===== src/rtl/io_bus_arbiter_pkg.sv =====
// Shared types and constants for the I/O bus arbiter: FSM states, master ids, default widths.
package io_bus_arb_pkg;

    localparam int unsigned DEF_AW = 32;
    localparam int unsigned DEF_DW = 32;

    localparam logic M_CPU = 1'b0;
    localparam logic M_DBG = 1'b1;

    typedef enum logic [1:0] {
        ST_IDLE   = 2'd0,
        ST_ACCESS = 2'd1,
        ST_RESP   = 2'd2
    } state_t;

endpackage


===== src/rtl/io_bus_arbiter_if.sv =====
// Bundle of both master ports plus the bridge-side bus of the I/O bus arbiter.
interface io_bus_arbiter_if #(
    parameter int unsigned AW = io_bus_arb_pkg::DEF_AW,
    parameter int unsigned DW = io_bus_arb_pkg::DEF_DW
);
    logic          m0_req;
    logic          m0_wen;
    logic [AW-1:0] m0_addr;
    logic [DW-1:0] m0_wdata;
    logic          m0_gnt;
    logic          m0_ack;
    logic [DW-1:0] m0_rdata;

    logic          m1_req;
    logic          m1_wen;
    logic [AW-1:0] m1_addr;
    logic [DW-1:0] m1_wdata;
    logic          m1_gnt;
    logic          m1_ack;
    logic [DW-1:0] m1_rdata;

    logic [AW-1:0] s_addr;
    logic          s_wen;
    logic [DW-1:0] s_wdata;
    logic [DW-1:0] s_rdata;

    // slave: the arbiter itself; master: the requesters and the bridge around it
    modport slave (
        input  m0_req, m0_wen, m0_addr, m0_wdata,
        input  m1_req, m1_wen, m1_addr, m1_wdata,
        input  s_rdata,
        output m0_gnt, m0_ack, m0_rdata,
        output m1_gnt, m1_ack, m1_rdata,
        output s_addr, s_wen, s_wdata
    );

    modport master (
        output m0_req, m0_wen, m0_addr, m0_wdata,
        output m1_req, m1_wen, m1_addr, m1_wdata,
        output s_rdata,
        input  m0_gnt, m0_ack, m0_rdata,
        input  m1_gnt, m1_ack, m1_rdata,
        input  s_addr, s_wen, s_wdata
    );

endinterface


===== src/rtl/io_bus_arbiter_arb_rr_pick2.sv =====
// Combinational two-way picker: round-robin on ties, or CPU-first when fixed_prio is set.
module arb_rr_pick2
    import io_bus_arb_pkg::*;
(
    input  logic [1:0] req,
    input  logic       last_gnt,
    input  logic       fixed_prio,
    output logic       winner,
    output logic       valid
);

    always_comb begin
        valid  = |req;
        winner = M_CPU;
        if (req == 2'b11)
            winner = fixed_prio ? M_CPU : ~last_gnt;
        else if (req[1])
            winner = M_DBG;
    end

endmodule


===== src/rtl/io_bus_arbiter.sv =====
// Two-master arbiter for the I/O bridge bus: one whole transaction per grant, fixed read latency.
// Define ARB_FIXED_PRIO_EN to make the CPU win every tie instead of round-robin.
module io_bus_arbiter
    import io_bus_arb_pkg::*;
#(
    parameter int unsigned AW     = DEF_AW,
    parameter int unsigned DW     = DEF_DW,
    parameter int unsigned RD_LAT = 1
) (
    input  logic             clk_i,
    input  logic             rst_i,
    io_bus_arbiter_if.slave  bus
);

    localparam int unsigned CW = $clog2(RD_LAT + 1);

    state_t        state, state_nx;
    logic [CW-1:0] cnt;
    logic          owner;
    logic          last_gnt;
    logic [1:0]    req;
    logic          win_id;
    logic          win_vld;
    logic          fixed_prio;
    logic          grant;
    logic          last_access;

    logic [AW-1:0] s_addr_q;
    logic          s_wen_q;
    logic [DW-1:0] s_wdata_q;
    logic [DW-1:0] rdata_q [2];
    logic [1:0]    gnt_q;
    logic [1:0]    ack_q;

    assign req = {bus.m1_req, bus.m0_req};

`ifdef ARB_FIXED_PRIO_EN
    assign fixed_prio = 1'b1;
`else
    assign fixed_prio = 1'b0;
`endif

    arb_rr_pick2 u_pick (
        .req        (req),
        .last_gnt   (last_gnt),
        .fixed_prio (fixed_prio),
        .winner     (win_id),
        .valid      (win_vld)
    );

    always_comb begin
        state_nx    = state;
        grant       = 1'b0;
        last_access = 1'b0;
        case (state)
            ST_IDLE: begin
                if (win_vld) begin
                    grant    = 1'b1;
                    state_nx = ST_ACCESS;
                end
            end
            ST_ACCESS: begin
                if (cnt == CW'(1)) begin
                    last_access = 1'b1;
                    state_nx    = ST_RESP;
                end
            end
            ST_RESP:  state_nx = ST_IDLE;
            default:  state_nx = ST_IDLE;
        endcase
    end

    always_ff @(posedge clk_i or posedge rst_i) begin
        if (rst_i) state <= ST_IDLE;
        else       state <= state_nx;
    end

    // s_wen is cleared every edge so the write strobe lasts only the first ACCESS cycle
    always_ff @(posedge clk_i or posedge rst_i) begin
        if (rst_i) begin
            cnt       <= '0;
            owner     <= M_CPU;
            last_gnt  <= M_DBG;
            s_addr_q  <= '0;
            s_wen_q   <= 1'b0;
            s_wdata_q <= '0;
            rdata_q   <= '{default: '0};
            gnt_q     <= '0;
            ack_q     <= '0;
        end else begin
            s_wen_q <= 1'b0;
            ack_q   <= '0;
            if (grant) begin
                owner    <= win_id;
                last_gnt <= win_id;
                cnt      <= CW'(RD_LAT);
                gnt_q    <= 2'b01 << win_id;
                if (win_id == M_DBG) begin
                    s_addr_q  <= bus.m1_addr;
                    s_wen_q   <= bus.m1_wen;
                    s_wdata_q <= bus.m1_wdata;
                end else begin
                    s_addr_q  <= bus.m0_addr;
                    s_wen_q   <= bus.m0_wen;
                    s_wdata_q <= bus.m0_wdata;
                end
            end else if (state == ST_ACCESS) begin
                cnt <= cnt - CW'(1);
                if (last_access) begin
                    rdata_q[owner] <= bus.s_rdata;
                    ack_q[owner]   <= 1'b1;
                end
            end else if (state == ST_RESP) begin
                gnt_q <= '0;
            end
        end
    end

    assign bus.s_addr   = s_addr_q;
    assign bus.s_wen    = s_wen_q;
    assign bus.s_wdata  = s_wdata_q;
    assign bus.m0_gnt   = gnt_q[0];
    assign bus.m1_gnt   = gnt_q[1];
    assign bus.m0_ack   = ack_q[0];
    assign bus.m1_ack   = ack_q[1];
    assign bus.m0_rdata = rdata_q[0];
    assign bus.m1_rdata = rdata_q[1];

endmodule


===== src/flat_wrapper.sv =====
// flat-port wrapper written by rule: the top's interface ports become plain ports
module io_bus_arbiter_flat import io_bus_arb_pkg::*;
#(
    parameter int unsigned AW     = DEF_AW,
    parameter int unsigned DW     = DEF_DW,
    parameter int unsigned RD_LAT = 1
)
  (clk_i, rst_i, bus_m0_req, bus_m0_wen, bus_m0_addr, bus_m0_wdata, bus_m1_req, bus_m1_wen, bus_m1_addr, bus_m1_wdata, bus_s_rdata, bus_m0_gnt, bus_m0_ack, bus_m0_rdata, bus_m1_gnt, bus_m1_ack, bus_m1_rdata, bus_s_addr, bus_s_wen, bus_s_wdata);
  io_bus_arbiter_if #(.AW(AW), .DW(DW)) bus_i ();
  input  logic clk_i;
  input  logic rst_i;
  input wire logic [$bits(bus_i.m0_req)-1:0] bus_m0_req;
  input wire logic [$bits(bus_i.m0_wen)-1:0] bus_m0_wen;
  input wire logic [$bits(bus_i.m0_addr)-1:0] bus_m0_addr;
  input wire logic [$bits(bus_i.m0_wdata)-1:0] bus_m0_wdata;
  input wire logic [$bits(bus_i.m1_req)-1:0] bus_m1_req;
  input wire logic [$bits(bus_i.m1_wen)-1:0] bus_m1_wen;
  input wire logic [$bits(bus_i.m1_addr)-1:0] bus_m1_addr;
  input wire logic [$bits(bus_i.m1_wdata)-1:0] bus_m1_wdata;
  input wire logic [$bits(bus_i.s_rdata)-1:0] bus_s_rdata;
  output wire logic [$bits(bus_i.m0_gnt)-1:0] bus_m0_gnt;
  output wire logic [$bits(bus_i.m0_ack)-1:0] bus_m0_ack;
  output wire logic [$bits(bus_i.m0_rdata)-1:0] bus_m0_rdata;
  output wire logic [$bits(bus_i.m1_gnt)-1:0] bus_m1_gnt;
  output wire logic [$bits(bus_i.m1_ack)-1:0] bus_m1_ack;
  output wire logic [$bits(bus_i.m1_rdata)-1:0] bus_m1_rdata;
  output wire logic [$bits(bus_i.s_addr)-1:0] bus_s_addr;
  output wire logic [$bits(bus_i.s_wen)-1:0] bus_s_wen;
  output wire logic [$bits(bus_i.s_wdata)-1:0] bus_s_wdata;
  assign bus_i.m0_req = bus_m0_req;
  assign bus_i.m0_wen = bus_m0_wen;
  assign bus_i.m0_addr = bus_m0_addr;
  assign bus_i.m0_wdata = bus_m0_wdata;
  assign bus_i.m1_req = bus_m1_req;
  assign bus_i.m1_wen = bus_m1_wen;
  assign bus_i.m1_addr = bus_m1_addr;
  assign bus_i.m1_wdata = bus_m1_wdata;
  assign bus_i.s_rdata = bus_s_rdata;
  assign bus_m0_gnt = bus_i.m0_gnt;
  assign bus_m0_ack = bus_i.m0_ack;
  assign bus_m0_rdata = bus_i.m0_rdata;
  assign bus_m1_gnt = bus_i.m1_gnt;
  assign bus_m1_ack = bus_i.m1_ack;
  assign bus_m1_rdata = bus_i.m1_rdata;
  assign bus_s_addr = bus_i.s_addr;
  assign bus_s_wen = bus_i.s_wen;
  assign bus_s_wdata = bus_i.s_wdata;
  io_bus_arbiter #(.AW(AW), .DW(DW), .RD_LAT(RD_LAT)) u_core (.clk_i(clk_i), .rst_i(rst_i), .bus(bus_i));
endmodule

===== config.mk =====
export PLATFORM = sky130hd
export DESIGN_NAME = io_bus_arbiter_flat
export DESIGN_NICKNAME = d
export VERILOG_FILES = /design/src/rtl/io_bus_arbiter_pkg.sv /design/src/rtl/io_bus_arbiter_if.sv /design/src/rtl/io_bus_arbiter_arb_rr_pick2.sv /design/src/rtl/io_bus_arbiter.sv /design/src/flat_wrapper.sv
export SDC_FILE = /design/constraint.sdc
export NUM_CORES = 1
export LEC_CHECK = 0
export ABC_AREA = 1
export CORE_MARGIN = 4
export CORE_UTILIZATION = 41
export CTS_CLUSTER_SIZE = 16
export DETAILED_ROUTE_END_ITERATION = 10
export PLACE_DENSITY = 0.83
export SYNTH_ARGS = -nofsm -noshare
export SYNTH_HDL_FRONTEND = slang
export SYNTH_SLANG_ARGS = --single-unit

===== constraint.sdc =====
create_clock -name clk_i -period 4.5 [get_ports clk_i]
set_input_delay 0.45 -clock clk_i [delete_from_list [all_inputs] [get_ports clk_i]]
set_output_delay 0.45 -clock clk_i [all_outputs]
set_load 0.05 [all_outputs]

### Yosys cells after proc, flatten, opt, wreduce, memory -nomap -nowiden

Cells that the tools add are included.

* input bits: 166
* flip-flop bits (word level): 138
* output and inout port bits: 133

* shifts and indexed selects: 1
* bitwise operators: 3
* equality and inequality tests: 6
* multiplexer cells: 26
* magnitude comparators: 4
* reduce and logical (&&, ||, !) cells: 9
* $add $sub $neg: 1

Operator list (number)
* 32-bit two-way mux: 3
* 64-bit bitwise mux: 1
* 32-bit demux with 1-bit select: 1
* 2-bit two-way mux: 8
* 1-bit two-way mux: 11
* 2-bit == test, second input constant: 2
* 2-bit by 1-bit != test with 1-bit output, second input constant: 2
* 2-bit one-hot mux with 2 select lines: 1
* 2-bit AND reduction: 2
* 2-bit nonzero test: 2
* 3-bit AND reduction: 1
* 2-bit by 1-bit == test with 1-bit output, second input constant: 1
* 2-bit greater-or-equal comparator, second input constant: 1
* 1-bit logical AND: 2
* 2-bit logical NOT: 1
* 1-bit by 2-bit less-than comparator with 1-bit output, second input constant: 1
* 2-bit by 1-bit less-than comparator with 1-bit output, second input constant: 1
* 2-bit != test, second input constant: 1
* 1-bit NOT: 2
* 1-bit NOT with 2-bit output: 1
* 2-bit OR reduction: 1
* 1-bit by 1-bit << shifter with 2-bit output, first input constant: 1
* 1-bit demux with 1-bit select: 1
* 1-bit greater-or-equal comparator, second input constant: 1
* 1-bit subtractor, second input constant: 1

### Depth between registers and ports, before layout

* depth after elaboration: 7
* mapped depth: 8
* depth with buffers taken out: 6

### Hierarchy

Synthesis repeated with hierarchy kept, for this count alone.

* cell total of the unflattened synthesis: 811
* area total of the unflattened synthesis: 6219.7 um2

Modules (own cells, without submodules)
* io_bus_arbiter: area an instance 6183.4 um2, cells each 804, times used 1
* arb_rr_pick2: area an instance 36.3 um2, cells each 7, times used 1

### Worst setup path before layout

OpenSTA, ideal clock, no wires.

* path kind: input to register
* start point: in bus_m1_req
* end point: reg u_core.s_wdata_q[20] (netlist: u_core.bus.s_wdata[20])
* setup slack: 3.181 ns
* data arrival time: 1.202 ns
* stages: 7
* library setup time: 0.118 ns
* data required time: 4.382 ns
* buffers on the path: 3
* cells stage by stage: buf_2 nor2_1 nor2_4 buf_6 buf_2 nand2_1 nand2_1

* cells in the longest elaborated chain, start to end: 3
* elaborated cells on any way between the ends: 7
* those cells by class: eq/ne (1); mux (5); reduce/logical (1)

Ends and longest elaborated chain
* start: declaration: line flat_wrapper.sv:16 `input wire logic [$bits(bus_i.m1_req)-1:0] bus_m1_req;`
* 2-bit == test, or another cell as far along: line io_bus_arbiter_arb_rr_pick2.sv:15 `if (req == 2'b11)`
* 1-bit two-way mux (on tied branches): line io_bus_arbiter_arb_rr_pick2.sv:15, io_bus_arbiter.sv:57
* 32-bit two-way mux or 1-bit two-way mux (tied branches): line io_bus_arbiter.sv:98, io_bus_arbiter.sv:55
* end signal: assignment: line io_bus_arbiter.sv:101 `s_wdata_q <= bus.m1_wdata;`
* end signal: assignment: line io_bus_arbiter.sv:105 `s_wdata_q <= bus.m0_wdata;`
* end: declaration: line io_bus_arbiter.sv:30 `logic [DW-1:0] s_wdata_q;`

Several ways; a longest one is shown, not always the timed one.
A chain may end at the register's enable or synchronous reset.

### Worst setup path after layout

* start point: reg u_core.owner
* end point: reg u_core.rdata_q, in the netlist u_core.bus.m0_rdata[23]

* cells in the longest elaborated chain, start to end: 6
* elaborated cells on any way between the ends: 7
* those cells by class: order compare (2); mux (3); bitwise (1); reduce/logical (1)

Ends and longest elaborated chain
* start: declaration: line io_bus_arbiter.sv:19 `logic owner;`
* start signal: assignment: line io_bus_arbiter.sv:94 `owner <= win_id;`
* 1-bit NOT with 2-bit output (implied by the code) *: line io_bus_arbiter.sv:110 `rdata_q[owner] <= bus.s_rdata;`
* 2-bit greater-or-equal comparator (implied by the code) or 2-bit by 1-bit less-than comparator with 1-bit output (tied branches): line io_bus_arbiter.sv:110
* 1-bit logical AND (implied by the code): line io_bus_arbiter.sv:110
* 32-bit two-way mux (implied by the code): line io_bus_arbiter.sv:110
* 32-bit demux with 1-bit select *: line io_bus_arbiter.sv:110
* 64-bit bitwise mux *: line io_bus_arbiter.sv:110
* end signal: indexed assignment: line io_bus_arbiter.sv:110
* end: declaration: line io_bus_arbiter.sv:31 `logic [DW-1:0] rdata_q [2];`

Every way passes the cells marked *; elsewhere a longest branch is shown, timed or not.

==> results.py <==
metrics = {
    "cells_and_area": {
        "drive_above_1_share_pct": 5.06,
        "fin_cells": 1276,
        "fin_nets": 1242,
        "antenna_cells": 0,
        "syn_to_final_growth_pct": 55.4,
        "multi_input_area_um2": 2560,
        "fillers": 1259,
        "regArea_um2": 3460,
        "post-route-util_pct": 64.9,
    },
    "yosys": {
        "syn-instance-count": 813,
        "synth.net_count": 979,
        "yosys.cell_types.count": 19,
        "syn-cell-area_um2": 6350,
        "syn_area_per_cell_um2": 7.81,
        "synth-seq-cells": 138,
        "ys_warn_count": 0,
        "ys_seq_area_share_pct": 54.4,
    },
    "drt": {
        "via_per_inst": 5.00,
        "vias": 6381,
        "drcViolationCount": 0,
        "firstDrtPassIters": 7,
        "drt_iter0_drc": 376,
        "ant_nets": 0,
        "routed_wl_um": 20300,
        "routedWlPerCell_um": 15.9,
    },
    "setup_path": {
        "worstSetupStartpointType": "flip-flop",
        "crit_required_ns": 4.79,
        "ff2ff_path_depth": 5,
        "endpoint_kind": "flip-flop",
        "crit_type": "flip-flop to flip-flop",
        "worstPathArrival_ns": 2.56,
        "worstPathMaxFanout": 34,
    },
    "timing": {
        "fin_crit_ns": 2.27,
        "finalSetupTns_ns": 0,
        "finalMaxSlewViolations": 0,
        "setup_viol": 0,
        "clock_skew_ns": 0.00496,
        "period_share_pct": 50.4,
        "fmax_mhz": 441,
        "slew_headroom_pct": 20.0,
        "hold_viol": 0,
        "worstMarginPinSlew_ns": 1.20,
        "grt_setup_unrepaired": "no",
    },
    "global_route": {
        "grt_overflow": 0,
        "grt_usage_pct": 22.7,
        "antenna_found_initial": 0,
        "grt_pass1_vias": 6152,
        "grt_pass1_wl_um": 31900,
        "grt_max_degree": 88,
    },
    "clock_tree": {
        "cts_setup_buffers": 0,
        "clockBufferDepth": 2,
        "cts_resized": 0,
        "cts.reportedPaths.clkPinSlew_ns": 0.06,
        "clock_latency_ns": 0.42,
        "cts-hold-fix-buffers": 0,
        "cts-buffers-inserted": 17,
        "cts_htree_levels": 4,
        "cts_tree": "yes",
        "cts_root_buf": "clkbuf_16",
        "cts_sinks": 138,
    },
    "floorplanning": {
        "die_area_um2": 17500,
        "coreArea_um2": 15200,
        "start_util_pct": 41.8,
        "die_h_um": 132,
        "num_rows": 45,
        "fp.dieW_um": 132,
        "num_io_pins": 299,
    },
    "worst_hold_path": {
        "timing.hold.worst_path_depth": 2,
        "hold_class": "flip-flop to flip-flop",
    },
    "power": {
        "vdd_drop_max_mv": 0.488,
        "power_density_nw_per_um2": 850,
        "p_leak_nw": 4.91,
    },
    "run_status": {
        "outcome": "completed",
    },
    "placement": {
        "dp.cells": 1245,
        "io_buffers": 298,
        "dpl.hpwl_um": 14100,
        "place_congestion": 0.802,
    },
    "flow_run": {
        "max_cap_viol_count": 0,
    },
}
[path summary, 6_finish.rpt]
path | start | end | slack [ns]
setup / recovery | u_core.owner$_DFFE_PP0N_ | u_core.bus.m0_rdata[23]$_DFFE_PP0P_ | 2.23
max in group asynchronous | rst_i | u_core.last_gnt$_DFFE_PP1N_ | 3.03
setup reg to reg | u_core.owner$_DFFE_PP0N_ | u_core.bus.m0_rdata[23]$_DFFE_PP0P_ | 2.23
min in group asynchronous | rst_i | u_core.bus.m0_rdata[13]$_DFFE_PP0P_ | 0.57
hold reg to reg | u_core.bus.m0_rdata[11]$_DFFE_PP0P_ | u_core.bus.m0_rdata[11]$_DFFE_PP0P_ | 0.47
hold / removal | u_core.bus.m0_rdata[11]$_DFFE_PP0P_ | u_core.bus.m0_rdata[11]$_DFFE_PP0P_ | 0.47
[layout make-up]
class                      instances  area share, %
timing repair buffer             308           30.9
sequential                       138           35.0
clock inverter                    14           1.10
tap                              188           2.38
multi-input combinational        603           25.9
inverter                           8          0.355
clock buffer                      17           4.31
[power breakdown]
group	internal (W)	total, W	switching, W
logic	0.00148	0.00492	0.00344
registers	0.00185	0.00219	0.000343
clock network	0.000746	0.00127	0.000526
[synth_stat cells, drive strengths merged]
cell	number	area [µm²]
nand2	460	1730
dfrtp	137	3430
nand3	71	360
nand4	64	400
buf	43	244
clkbuf	21	78.8
inv	8	30.0
nor2	4	32.5
o21ai	3	18.8
a21oi	1	5.00
dfstp	1	26.3
[worst max-delay path, cell delays in order (launching register included)]
cell and delay [ns]:
dfrtp_1 0.36, buf_4 0.25, inv_2 0.50, nand3_2 0.66, nand2_1 0.23, nand2_1 0.09
[cell families after synthesis]
logic type	synth area share, %
AND/OR/NAND/NOR	39.7
flip-flops	54.4
AO/OA/AOI/OAI	0.374
buffers and inverters	5.56
[state kept, by name (all words and copies together) (netlist names)]
| name | flops |
|---|---|
| u_core.bus.m1_rdata | 32 |
| u_core.gnt_q | 2 |
| u_core.bus.s_wdata | 32 |
| u_core.bus.s_addr | 32 |
| u_core.bus.m0_rdata | 32 |
| u_core.owner | 1 |
| u_core.state | 2 |
| u_core.bus.s_wen | 1 |
| u_core.ack_q | 2 |
| u_core.cnt | 1 |
| u_core.last_gnt | 1 |
[stage by stage]
| stage | power [W] | hold slack (ns) | instance area [µm²] | setup slack (ns) |
|---|---|---|---|---|
| floorplan | 0.00544 | 0.443 | 6350 | 0.355 |
| global placement | 0.00707 | 0.453 | 9340 | 2.09 |
| detailed placement | 0.00714 | 0.457 | 9340 | 2.05 |
| CTS | 0.00845 | 0.471 | 9870 | 2.21 |
| global route | 0.00883 | 0.490 | 9870 | 2.02 |
| finish | 0.00839 | 0.467 | 9870 | 2.23 |
[per-layer routing]
layer  vias to the layer above  wire length [µm]  part of all wire [%]  track usage (%)
met2                       286              9860                    49             37.2
li1                       3128                 -                     -                -
met4                         0               509                   2.5             8.08
met5                         -                 0                     0                0
met1                      2936              8120                    40             27.9
met3                        31              1800                   8.9             7.95
[cell usage in the layout (no fill, tap or decap), drive strengths merged]
cell,instances
nand2,460
clkdlybuf4s50,297
dfrtp,137
nand3,71
nand4,64
clkbuf,17
buf,11
clkinv,9
inv,8
clkinvlp,4
nor2,4
o21ai,3
a21oi,1
bufinv,1
dfstp,1
(Power assumes the default switching activity.)
